File: config.mk
export PLATFORM = sky130hd
export DESIGN_NAME = weight_loader
export DESIGN_NICKNAME = d
export VERILOG_FILES = /design/src/rtl/weight_loader_pkg.sv /design/src/rtl/weight_loader.sv
export SDC_FILE = /design/constraint.sdc
export NUM_CORES = 1
export LEC_CHECK = 0
export CORE_MARGIN = 2
export CORE_UTILIZATION = 45
export CTS_CLUSTER_DIAMETER = 40
export CTS_CLUSTER_SIZE = 8
export DETAILED_ROUTE_END_ITERATION = 8
export PLACE_DENSITY = 0.74
export RECOVER_POWER = 100
export SKIP_CTS_REPAIR_TIMING = 1
export SLEW_MARGIN = 25
export SYNTH_ARGS = -nofsm -noshare
export SYNTH_HDL_FRONTEND = slang
export SYNTH_SLANG_ARGS = --single-unit
File: constraint.sdc
create_clock -name clk -period 2.75 [get_ports clk]
set_input_delay 0.55 -clock clk [delete_from_list [all_inputs] [get_ports clk]]
set_output_delay 0.55 -clock clk [all_outputs]
set_load 0.05 [all_outputs]
File: src/rtl/weight_loader_pkg.sv
// Weight loader shared definitions.
// Bank geometry is also used by the weight read path.
package weight_loader_pkg;

  localparam int NUM_BANKS      = 16;
  localparam int CONV1_BANKS    = 6;
  localparam int KERNEL_ENTRIES = 25;
  localparam int CONV2_BASE     = 25;

  localparam int BANK_W  = 4;
  localparam int ENTRY_W = 5;
  localparam int ADDR_W  = 6;

  typedef enum logic [1:0] {
    S_IDLE = 2'd0,
    S_LOAD = 2'd1,
    S_DONE = 2'd2
  } wl_state_e;

  function automatic logic [NUM_BANKS-1:0] bank_onehot(
    input logic [BANK_W-1:0] b
  );
    return NUM_BANKS'(1) << b;
  endfunction

endpackage

File: src/rtl/weight_loader.sv
// Streams conv-layer weight bytes into per-bank BRAMs,
// entry-major, one byte per valid/ready handshake.
module weight_loader
  import weight_loader_pkg::*;
(
  input  logic        clk,
  input  logic        rst_n,
  input  logic        load_start,
  input  logic        nth_conv_i,
  input  logic        s_valid,
  input  logic [7:0]  s_data,
  output logic        s_ready,
  output logic [15:0] wr_en,
  output logic [5:0]  wr_addr,
  output logic [7:0]  wr_data,
  output logic        busy,
  output logic        load_done
);

  localparam logic [BANK_W-1:0]  L1_LAST =
    BANK_W'(CONV1_BANKS - 1);
  localparam logic [BANK_W-1:0]  L2_LAST =
    BANK_W'(NUM_BANKS - 1);
  localparam logic [ENTRY_W-1:0] E_LAST  =
    ENTRY_W'(KERNEL_ENTRIES - 1);
  localparam logic [ADDR_W-1:0]  BASE2   =
    ADDR_W'(CONV2_BASE);

  wl_state_e           state;
  logic                layer;
  logic [BANK_W-1:0]   bank_cnt;
  logic [ENTRY_W-1:0]  entry_cnt;

  logic                hs;
  logic                bank_last;
  logic                entry_last;
  logic [ADDR_W-1:0]   base;

  assign hs         = s_valid & s_ready;
  assign bank_last  = bank_cnt == (layer ? L2_LAST : L1_LAST);
  assign entry_last = entry_cnt == E_LAST;
  assign base       = layer ? BASE2 : '0;

  always_ff @(posedge clk) begin
    if (!rst_n) begin
      state     <= S_IDLE;
      layer     <= 1'b0;
      bank_cnt  <= '0;
      entry_cnt <= '0;
      s_ready   <= 1'b0;
      wr_en     <= '0;
      wr_addr   <= '0;
      wr_data   <= '0;
      busy      <= 1'b0;
      load_done <= 1'b0;
    end else begin
      wr_en     <= '0;
      load_done <= 1'b0;
      unique case (state)
        S_IDLE: begin
          if (load_start) begin
            state     <= S_LOAD;
            layer     <= nth_conv_i;
            bank_cnt  <= '0;
            entry_cnt <= '0;
            s_ready   <= 1'b1;
            busy      <= 1'b1;
          end
        end
        S_LOAD: begin
          if (hs) begin
            wr_en   <= bank_onehot(bank_cnt);
            wr_addr <= base + ADDR_W'(entry_cnt);
            wr_data <= s_data;
            if (bank_last) begin
              bank_cnt <= '0;
              if (entry_last) begin
                // final write and done pulse land together
                state     <= S_DONE;
                s_ready   <= 1'b0;
                load_done <= 1'b1;
              end else begin
                entry_cnt <= entry_cnt + 1'b1;
              end
            end else begin
              bank_cnt <= bank_cnt + 1'b1;
            end
          end
        end
        S_DONE: begin
          state     <= S_IDLE;
          busy      <= 1'b0;
          entry_cnt <= '0;
        end
        default: begin
          state   <= S_IDLE;
          s_ready <= 1'b0;
          busy    <= 1'b0;
        end
      endcase
    end
  end

endmodule

==> results.sh <==
export IMPL_ys_ff_latch=45
export IMPL_vias_per_cell=5.33
export IMPL_crit_path_top_delay_cell="dlygate4sd3_1"
export IMPL_crit_family="buffers and inverters"
export IMPL_grt_max_degree=23
export IMPL_multiInputGateArea_sq_um=920
export IMPL_path_class="in2reg"
export IMPL_core_sq_um=4030
export IMPL_io_buffers=45
export IMPL_synth_mux_area_share_pct=0.525
export IMPL_layout_nets=280
export IMPL_hp_class="reg2reg"
export IMPL_gp_congestion=0.841
export IMPL_synth_area_sq_um=1910
export IMPL_p_leak_nw=1.08
export IMPL_rr_startpoint="state[0]"
export IMPL_insertion_delay_ns=0.30
export IMPL_worstPathRequired_ns=3.00
export IMPL_synthAdderAreaFrac_pct=7.87
export IMPL_ys_types=41
export IMPL_cts_tree="built"
export IMPL_dieArea_sq_um=4780
export IMPL_clk_path_buf_depth=2
export IMPL_cts_buffers=5
export IMPL_period_minus_slack_ns=2.32
export IMPL_clock_skew_ns=0.00484
export IMPL_slew_headroom_pct=49.3
export IMPL_tightestPinTransition_ns=0.760
export IMPL_drc_errors=0
export IMPL_antenna_cells=0
export IMPL_vias=1630
export IMPL_path_cells="dlygate4sd3_1 -> nand2_1 -> nor3_1 -> clkbuf_1 -> and3_1 -> and3_2"
export IMPL_grt_overflow_total=0
export IMPL_synth_top_family_by_area="simple AND/OR/NAND/NOR gates"
export IMPL_hold_violations=0
export IMPL_status="completed"
export IMPL_wl_per_cell_um=13.0
export IMPL_grt_usage_pct=17.8
export IMPL_setup_viol=0
export IMPL_worst_setup_path_end_kind="flip-flop"
export IMPL_cts_sinks=45
export IMPL_path_max_fanout=18
export IMPL_rsz0062_at_grt="no"
export IMPL_fp_dieH_um=69.1
export IMPL_ys_seq_area_share_pct=47.2
export IMPL_hp_start="wr_data[7]"
export IMPL_setup_ws_ns=0.427
export IMPL_synth_net_count=232
export IMPL_syn_inst=207
export IMPL_post_route_period_util_pct=84.5
export IMPL_nFillCells=375
export IMPL_start_util_pct=47.4
export IMPL_critical_path_arrival_ns=2.58
export IMPL_avgSynthCellArea_sq_um=9.22
export IMPL_slowest_delay_ns=0.62
export IMPL_setup_tns_ns=0
export IMPL_areaGrowthSynthToFinish_pct=31.1
export IMPL_synthXorXnorAreaFrac_pct=1.38
export IMPL_grt_pass1_vias=1479
export IMPL_slew_viol_final=0
export IMPL_final_layout_size_suffix_gt1_share_pct=6.64
export IMPL_pwr_density_cell_nw_per_um2=512
export IMPL_pre_cts_ws_ns=0.557
export IMPL_totalWireLength_um=3960
export IMPL_yosys_area_share_simple_pct=24.4
export IMPL_fp_dieW_um=69.1
export IMPL_seqCellArea_sq_um=901
export IMPL_clkTransAtPathRegs_ns=0.08
export IMPL_first_iter_violations=58
export IMPL_ant_nets=0
export IMPL_first_pass_iters=4
export IMPL_yosys_warnings=0
export IMPL_htreeDepth=2
export IMPL_placementRows=23
export IMPL_critPathLaunch="s_valid"
export IMPL_drv_cap=0
export IMPL_root_buffer="clkbuf_8"
export IMPL_peakVddDrop_mv=0.389
export IMPL_num_io_pins=46
export IMPL_antenna_found_initial=0
export IMPL_grt_pass1_wl_um=6840
export IMPL_synth_compound_area_share_pct=14.7
export IMPL_path_buf_inv=2
export IMPL_fmax_mhz=431
export IMPL_dpl_hpwl_um=2820
export IMPL_worstSetupStartpointType="input port"
state kept, by name, summed over array words and instances (netlist names):
name       flops
wr_en         16
wr_data        8
wr_addr        6
entry_cnt      5
bank_cnt       4
state          2
busy           1
layer          1
load_done      1
s_ready        1
worst register-to-register path, stage by stage, from the launching register on:
cell      delay (ns)
dfxtp_1         0.61
nand2_1         0.09
nor3_1          0.15
clkbuf_1        0.60
and3_1          0.38
and3_2          0.21
cells in the mapped netlist, drive strengths merged:
cell / count / area [sq um]
a21o: 1 / 7.51
nand3: 5 / 25.0
and3: 15 / 106
o211ai: 1 / 7.51
nor3: 7 / 40.0
a21oi: 22 / 110
nand2: 29 / 109
and3b: 1 / 8.76
a31oi: 4 / 25.0
o21a: 1 / 8.76
clkbuf: 4 / 15.0
o2111ai: 2 / 17.5
a41o: 1 / 10.0
xnor2: 2 / 17.5
inv: 9 / 33.8
or4b: 1 / 10.0
o21ai: 4 / 20.0
and2: 5 / 31.3
dfxtp: 45 / 901
o31a: 1 / 8.76
or3: 1 / 6.26
and4b: 1 / 10.0
nor2: 6 / 22.5
nand4b: 2 / 17.5
nand2b: 4 / 32.5
ha: 12 / 150
nor2b: 1 / 6.26
xor2: 1 / 8.76
mux2i: 1 / 10.0
nor4: 4 / 25.0
a211oi: 6 / 45.0
buf: 4 / 26.3
a211o: 1 / 8.76
o2111a: 1 / 11.3
or4: 2 / 15.0
report_power, final:
group | switching (mW) | internal [mW]
clock | 0.223 | 0.273
sequential | 0.0123 | 0.661
combinational | 0.0689 | 0.0423
total | 0.305 | 0.976
cell families (layout without fill, tap and decap cells):
kind of cell,count (synthesis),count (layout)
AOI/OAI and AO/OA,45,45
xor gates and xnor gates,3,3
adders and majority gates,12,12
buffers and inverters,17,66
DFF,45,45
muxes,1,1
and+or+nand+nor,84,84
layout by cell type (no fill, tap or decap), types with 2 or more instances in the layout:
master / synthesis / final
or4_1: 2 / 2
a31oi_1: 4 / 4
nor2_1: 6 / 6
a211oi_1: 6 / 6
nor3_1: 6 / 7
clkbuf_8: 0 / 5
o21ai_0: 4 / 4
ha_1: 12 / 12
and2_1: 4 / 2
clkbuf_1: 4 / 3
xnor2_1: 2 / 2
inv_1: 9 / 9
and2_0: 1 / 3
o2111ai_1: 2 / 2
a21oi_1: 22 / 22
and3_1: 8 / 8
nor4_1: 4 / 4
buf_4: 0 / 2
clkdlybuf4s50_1: 0 / 10
dlygate4sd3_1: 0 / 35
nand2b_1: 3 / 4
nand3_1: 5 / 5
nand2_1: 29 / 29
and3_2: 6 / 6
nand4b_1: 2 / 2
dfxtp_1: 45 / 45
layout make-up:
class / count / area share [%]
clock buffers: 6 / 2.90
clock inverters: 2 / 1.55
inverters: 9 / 1.35
multi-input cells: 145 / 36.8
flip-flops and latches: 45 / 36.0
well taps: 50 / 2.50
repair buffers: 49 / 18.9
per-layer routing:
layer,up-vias,routed length [um],global-route usage [%]
met5,-,0,0
met4,0,46,5.66
met3,6,241,5.70
met2,53,1930,30.2
met1,739,1740,21.2
li1,832,-,-
path summary, 6_finish.rpt:
path | endpoint | slack [ns] | cells past startpoint
setup / recovery | wr_en[12] | 0.43 | 6
hold / removal | wr_data[7] | 0.45 | 2
setup reg to reg | wr_en[12] | 0.67 | 5
hold reg to reg | wr_data[7] | 0.45 | 2
stage by stage:
| step | hold slack [ns] | total power, mW | instance area, sq um | cells | utilization, % |
|---|---|---|---|---|---|
| 2_1_floorplan | 0.492 | 0.757 | 1910 | 207 | - |
| 3_3_place_gp | 0.436 | 0.806 | 2410 | 298 | 59.8 |
| 3_5_place_dp | 0.447 | 0.807 | 2410 | 298 | 59.8 |
| 5_1_grt | 0.484 | 1.34 | 2500 | 306 | 62.1 |
| 4_1_cts | 0.458 | 1.30 | 2520 | 306 | 62.6 |
| 6_report | 0.451 | 1.28 | 2500 | 306 | 62.1 |
Note: power is estimated with default switching activity, not from simulation.
